File: src/rtl/obstacle_mover.sv
// obstacle_mover: steps one obstacle sprite down its lane on each speed tick.
// Every erase and redraw goes through a req/ack handshake with the VGA plotter.
// Passed pulses when the sprite leaves the bottom of the play field.
module obstacle_mover #(
  parameter int Y_W     = 7,
  parameter int X_W     = 8,
  parameter int Y_START = 0,
  parameter int Y_LIMIT = 120,
  parameter int STEP    = 4
) (
  input  logic           Clock,
  input  logic           Resetn,
  input  logic           Start,
  input  logic [X_W-1:0] LaneX,
  input  logic           Tick,
  input  logic           Halt,
  input  logic           DrawAck,
  output logic           DrawReq,
  output logic           Erase,
  output logic [X_W-1:0] PosX,
  output logic [Y_W-1:0] PosY,
  output logic           Active,
  output logic           Passed
);

  typedef enum logic [2:0] {
    IDLE,
    DRAW,
    WAIT,
    ERASE,
    MOVE
  } state_t;

  state_t state;
  state_t state_next;

  logic pending;
  logic pending_next;
  logic load_spawn;
  logic load_step;
  logic passed_next;

  // One extra bit on the candidate row so a step past the bottom cannot wrap.
  logic [Y_W:0] y_candidate;
  logic         off_screen;

  assign y_candidate = {1'b0, PosY} + (Y_W+1)'(STEP);
  assign off_screen  = (y_candidate >= (Y_W+1)'(Y_LIMIT));

  // State register, remembered tick and registered handshake/status outputs.
  always_ff @(posedge Clock or negedge Resetn) begin
    if (!Resetn) begin
      state   <= IDLE;
      pending <= 1'b0;
      DrawReq <= 1'b0;
      Erase   <= 1'b0;
      Active  <= 1'b0;
      Passed  <= 1'b0;
    end else begin
      state   <= state_next;
      pending <= pending_next;
      DrawReq <= (state_next == DRAW) || (state_next == ERASE);
      Erase   <= (state_next == ERASE);
      Active  <= (state_next != IDLE);
      Passed  <= passed_next;
    end
  end

  // Next-state logic; ticks arriving mid-handshake are remembered once.
  always_comb begin
    state_next   = state;
    pending_next = pending;
    load_spawn   = 1'b0;
    load_step    = 1'b0;
    passed_next  = 1'b0;
    case (state)
      IDLE: begin
        pending_next = 1'b0;
        if (Start) begin
          load_spawn = 1'b1;
          state_next = DRAW;
        end
      end
      DRAW: begin
        if (Tick) pending_next = 1'b1;
        if (DrawAck) state_next = WAIT;
      end
      WAIT: begin
        if (Halt) begin
          pending_next = 1'b0;
        end else if (Tick || pending) begin
          pending_next = 1'b0;
          state_next   = ERASE;
        end
      end
      ERASE: begin
        if (Tick) pending_next = 1'b1;
        if (DrawAck) state_next = MOVE;
      end
      MOVE: begin
        if (Tick) pending_next = 1'b1;
        if (off_screen) begin
          passed_next = 1'b1;
          state_next  = IDLE;
        end else begin
          load_step  = 1'b1;
          state_next = DRAW;
        end
      end
      default: state_next = IDLE;
    endcase
  end

  // Sprite position: loaded on spawn, advanced only when leaving MOVE on screen.
  always_ff @(posedge Clock or negedge Resetn) begin
    if (!Resetn) begin
      PosX <= '0;
      PosY <= '0;
    end else if (load_spawn) begin
      PosX <= LaneX;
      PosY <= Y_W'(Y_START);
    end else if (load_step) begin
      PosY <= y_candidate[Y_W-1:0];
    end
  end

endmodule

File: config.mk
export PLATFORM = sky130hd
export DESIGN_NAME = obstacle_mover
export DESIGN_NICKNAME = d
export VERILOG_FILES = /design/src/rtl/obstacle_mover.sv
export SDC_FILE = /design/constraint.sdc
export NUM_CORES = 1
export LEC_CHECK = 0
export ABC_AREA = 1
export BUFFER_PORTS_ARGS = -buffer_cell sky130_fd_sc_hd__buf_2
export CAP_MARGIN = 20
export CELL_PAD_IN_SITES_DETAIL_PLACEMENT = 0
export CELL_PAD_IN_SITES_GLOBAL_PLACEMENT = 1
export CORE_MARGIN = 3
export CORE_UTILIZATION = 36
export CTS_CLUSTER_SIZE = 40
export DETAILED_ROUTE_END_ITERATION = 7
export PLACE_DENSITY_LB_ADDON = 0.1
export SYNTH_ARGS = -nofsm -noshare
export SYNTH_HDL_FRONTEND = slang
export SYNTH_SLANG_ARGS = --single-unit
File: constraint.sdc
create_clock -name Clock -period 1.9 [get_ports Clock]
set_input_delay 0 -clock Clock [delete_from_list [all_inputs] [get_ports Clock]]
set_output_delay 0 -clock Clock [all_outputs]
set_load 0.05 [all_outputs]
==> report_table.html <==
<table>
<tr><th>Metric</th><th>Value</th></tr>
<tr><th colspan="2">Floorplanning</th></tr>
<tr><td>Die footprint</td><td>3410 sq um</td></tr>
<tr><td>Initial cell density of the core</td><td>38.8%</td></tr>
<tr><td>Die width</td><td>58.4 um</td></tr>
<tr><td>Core Area</td><td>2540 sq um</td></tr>
<tr><td>Floorplan row count</td><td>18</td></tr>
<tr><td>Number of primary I/O pins</td><td>33</td></tr>
<tr><td>Vertical die dimension</td><td>58.4 um</td></tr>
<tr><th colspan="2">Drt</th></tr>
<tr><td>Wire length after detailed routing</td><td>1940 um</td></tr>
<tr><td>Routed WL per cell</td><td>11.6 um</td></tr>
<tr><td>Via density per instance</td><td>4.71</td></tr>
<tr><td>Starting DRT DRC Count</td><td>9</td></tr>
<tr><td>DR vias</td><td>787</td></tr>
<tr><td>Remaining design rule violation count</td><td>0</td></tr>
<tr><td>DRT Pass-1 Iters</td><td>4</td></tr>
<tr><td>Antenna viol nets, final</td><td>0</td></tr>
<tr><th colspan="2">Placement</th></tr>
<tr><td>Placed wire-length estimate after detailed placement</td><td>1390 um</td></tr>
<tr><td>Final RePlAce weighted congestion</td><td>0.817</td></tr>
<tr><td>Worst slack at placement</td><td>303 ps</td></tr>
<tr><td>Count of input and output buffers</td><td>30</td></tr>
<tr><th colspan="2">Power</th></tr>
<tr><td>Peak supply drop</td><td>0.828 mV</td></tr>
<tr><td>Clock power share</td><td>10.9%</td></tr>
<tr><td>Switching part of the total</td><td>49.0%</td></tr>
<tr><td>Leakage power</td><td>0.000639 uW</td></tr>
<tr><td>Switching power</td><td>937 uW</td></tr>
<tr><td>Sequential Power Share</td><td>37.2%</td></tr>
<tr><td>Cell Pwr Density</td><td>1510 nW/um^2</td></tr>
<tr><td>Pint</td><td>977 uW</td></tr>
<tr><td>Total power</td><td>1910 uW</td></tr>
<tr><td>Fraction of power consumed by combinational cells</td><td>51.9%</td></tr>
<tr><th colspan="2">Synthesis</th></tr>
<tr><td>Seq cells post-synth</td><td>21</td></tr>
<tr><td>Number of synthesized flops with an enable pin</td><td>0</td></tr>
<tr><td>Synth Instances</td><td>96</td></tr>
<tr><td>Ys flop type</td><td>sky130_fd_sc_hd__dfrtp_1</td></tr>
<tr><td>Post-synthesis average cell area</td><td>10.3 sq um</td></tr>
<tr><td>Share of synthesized flip-flops with an asynchronous set or reset</td><td>100%</td></tr>
<tr><td>Sequential share of the synthesized area</td><td>53.2%</td></tr>
<tr><td>Synth area leader</td><td>sky130_fd_sc_hd__dfrtp_1</td></tr>
<tr><td>Main area contributors after synthesis</td><td>sky130_fd_sc_hd__dfrtp_1 53%, sky130_fd_sc_hd__mux2_2 9.1%, sky130_fd_sc_hd__inv_1 5.3%, sky130_fd_sc_hd__nand3_1 4.6%, sky130_fd_sc_hd__nand2_1 4.6%</td></tr>
<tr><td>Post-synth top area share</td><td>53.2%</td></tr>
<tr><td>Yosys synthesis warning count</td><td>0</td></tr>
<tr><td>Distinct cells, synth</td><td>24</td></tr>
<tr><td>Total standard cell area after synthesis</td><td>988 sq um</td></tr>
<tr><th colspan="2">Clock tree</th></tr>
<tr><td>Post-cts gate resize count</td><td>0</td></tr>
<tr><td>Number of buffers created by CTS</td><td>3</td></tr>
<tr><td>Number of H-tree branching levels</td><td>1</td></tr>
<tr><td>Clock tree from TritonCTS</td><td>built</td></tr>
<tr><td>Number of setup buffers added after CTS</td><td>0</td></tr>
<tr><td>Bufs on Longest Clock Path</td><td>2</td></tr>
<tr><td>Number of buffers inserted by hold repair at cts</td><td>10</td></tr>
<tr><td>Clock sink count</td><td>21</td></tr>
<tr><td>Root Buffer</td><td>sky130_fd_sc_hd__clkbuf_4</td></tr>
<tr><td>Worst-skew pair later-pin latency</td><td>290 ps</td></tr>
<tr><td>Clock transition time at the flip-flop clock pins of the worst setup and hold paths</td><td>110 ps</td></tr>
<tr><th colspan="2">Critical path</th></tr>
<tr><td>Critical path capture point type</td><td>flip-flop</td></tr>
<tr><td>Category of the worst setup path launch point</td><td>flip-flop</td></tr>
<tr><td>Crit path max fanout</td><td>13</td></tr>
<tr><td>CP Data Arrival Time</td><td>1790 ps</td></tr>
<tr><td>Kind of critical path</td><td>reg -&gt; reg</td></tr>
<tr><td>Required time of the worst setup path</td><td>2100 ps</td></tr>
<tr><th colspan="2">Layout</th></tr>
<tr><td>Final net count</td><td>154</td></tr>
<tr><td>Share of layout cells above drive strength 1</td><td>35.0%</td></tr>
<tr><td>Area growth syn-to-layout</td><td>28.4%</td></tr>
<tr><td># diodes</td><td>0</td></tr>
<tr><th colspan="2">GRT</th></tr>
<tr><td>GRT Total Usage</td><td>12.2%</td></tr>
<tr><td>GRT Residual Overflow</td><td>0</td></tr>
<tr><td>Wire length of the first global-routing pass</td><td>3210 um</td></tr>
<tr><td>Maximum number of pins on one net before global-route repair</td><td>22</td></tr>
<tr><td>Initial antenna violation count</td><td>0</td></tr>
<tr><td>Number of global-route vias before repair</td><td>737</td></tr>
<tr><th colspan="2">Timing</th></tr>
<tr><td>Number of hold violations in the final report</td><td>0</td></tr>
<tr><td>RSZ-0062 raised after global routing</td><td>no</td></tr>
<tr><td>Number of setup violations in the final report</td><td>0</td></tr>
<tr><td>Layout Skew</td><td>2.60 ps</td></tr>
<tr><td>Period Utilization, post-route</td><td>83.7%</td></tr>
<tr><td>Total negative slack</td><td>0 ps</td></tr>
<tr><td>Maximum clock frequency</td><td>0.629 GHz</td></tr>
<tr><td>Least setup slack across all paths after layout</td><td>309 ps</td></tr>
<tr><td>Final critical path time including I/O delays and setup</td><td>1590 ps</td></tr>
<tr><td>Final count of pins violating max slew</td><td>0</td></tr>
<tr><th colspan="2">Run</th></tr>
<tr><td>Max-cap violations</td><td>0</td></tr>
<tr><th colspan="2">Run status</th></tr>
<tr><td>Outcome</td><td>complete, no violations</td></tr>
<tr><th colspan="2">Min path</th></tr>
<tr><td>Hold crit path type</td><td>in -&gt; reg</td></tr>
</table>
## critical path, stage by stage (launching register included)
cell,delay [ps]
sky130_fd_sc_hd__dfrtp_1,450
sky130_fd_sc_hd__inv_1,60
sky130_fd_sc_hd__ha_1,290
sky130_fd_sc_hd__nand2_1,80
sky130_fd_sc_hd__nand3_1,80
sky130_fd_sc_hd__nor2_2,120
sky130_fd_sc_hd__nand2_2,70
sky130_fd_sc_hd__nand3_4,130
sky130_fd_sc_hd__nand3_1,110
sky130_fd_sc_hd__nand2_1,80
sky130_fd_sc_hd__inv_1,30
## power by group through the flow
stage,registers [uW],clock network [uW],logic [uW]
floorplan,1160,0,346
global placement,716,0,990
detailed placement,726,0,989
CTS,717,223,1010
global route,736,237,1070
finish,712,208,994
## cell type report
| class | count | area [sq um] |
|---|---|---|
| Fill cell | 255 | 1280 |
| Sequential cell | 21 | 526 |
| Multi-Input combinational cell | 58 | 377 |
| Timing Repair Buffer | 40 | 250 |
| Inverter | 14 | 52.6 |
| Tap cell | 30 | 37.5 |
| Clock buffer | 4 | 26.3 |
## cells in the final DEF (no fill, tap or decap), drive strengths merged
cell type    synthesis  layout
a21boi               1       1
a31oi                1       1
buf                  4      30
clkbuf               0       4
conb                 1       2
dfrtp               21      21
dlygate4sd3          0      10
ha                   2       2
inv                 14      14
mux2                 8       8
nand2               13      13
nand3               11      11
nand4                4       4
nor2                 4       4
nor3                 1       1
o21ai                7       7
o21bai               1       1
o221ai               1       1
or2                  2       2
## metal layers
metal	share of wire, %	up-vias	GRT usage (%)
met1	45	366	15.2
li1	-	397	-
met3	6.4	2	4.17
met2	48	22	20.6
met4	0.77	0	1.99
met5	0	-	0
## metrics by stage
step	hold slack (ps)	cells	area [sq um]	utilization [%]
4_1_cts	48.6	167	1270	49.9
2_1_floorplan	-296	97	992	-
3_3_place_gp	-13.7	153	1140	44.9
5_1_grt	90.7	167	1270	49.9
3_5_place_dp	-7.59	153	1140	44.9
6_report	56.9	167	1270	49.9
## path summary, 6_finish.rpt
| path | start | endpoint | slack [ps] | cells after the start |
|---|---|---|---|---|
| worst min-delay path | Tick | pending | 60 | 4 |
| max in group asynchronous | Resetn | pending | 1390 | 2 |
| worst max-delay path | PosY[3] | Erase | 310 | 10 |
| worst max register to register | PosY[3] | Erase | 310 | 10 |
| min in group asynchronous | Resetn | PosY[4] | 180 | 2 |
| worst min register to register | PosX[5] | PosX[5] | 510 | 1 |
## synth_stat cells, drive strengths merged (2+ instances only)
master  instances
buf             4
o21ai           7
nand2          13
dfrtp          21
ha              2
nand3          11
inv            14
mux2            8
or2             2
nor2            4
nand4           4
## flip-flops by register name, indices dropped and copies added (netlist names)
signal   flops
PosX         8
PosY         5
state        3
Active       1
DrawReq      1
Erase        1
Passed       1
pending      1
## cell families after synthesis
family          share of synthesized area, %
simple gates                            19.1
flops                                   53.2
buf+inv                                 9.11
compound gates                          6.58
mux                                     9.11
fa+ha+maj                               2.53
other cells                            0.379
(Power assumes the default switching activity.)
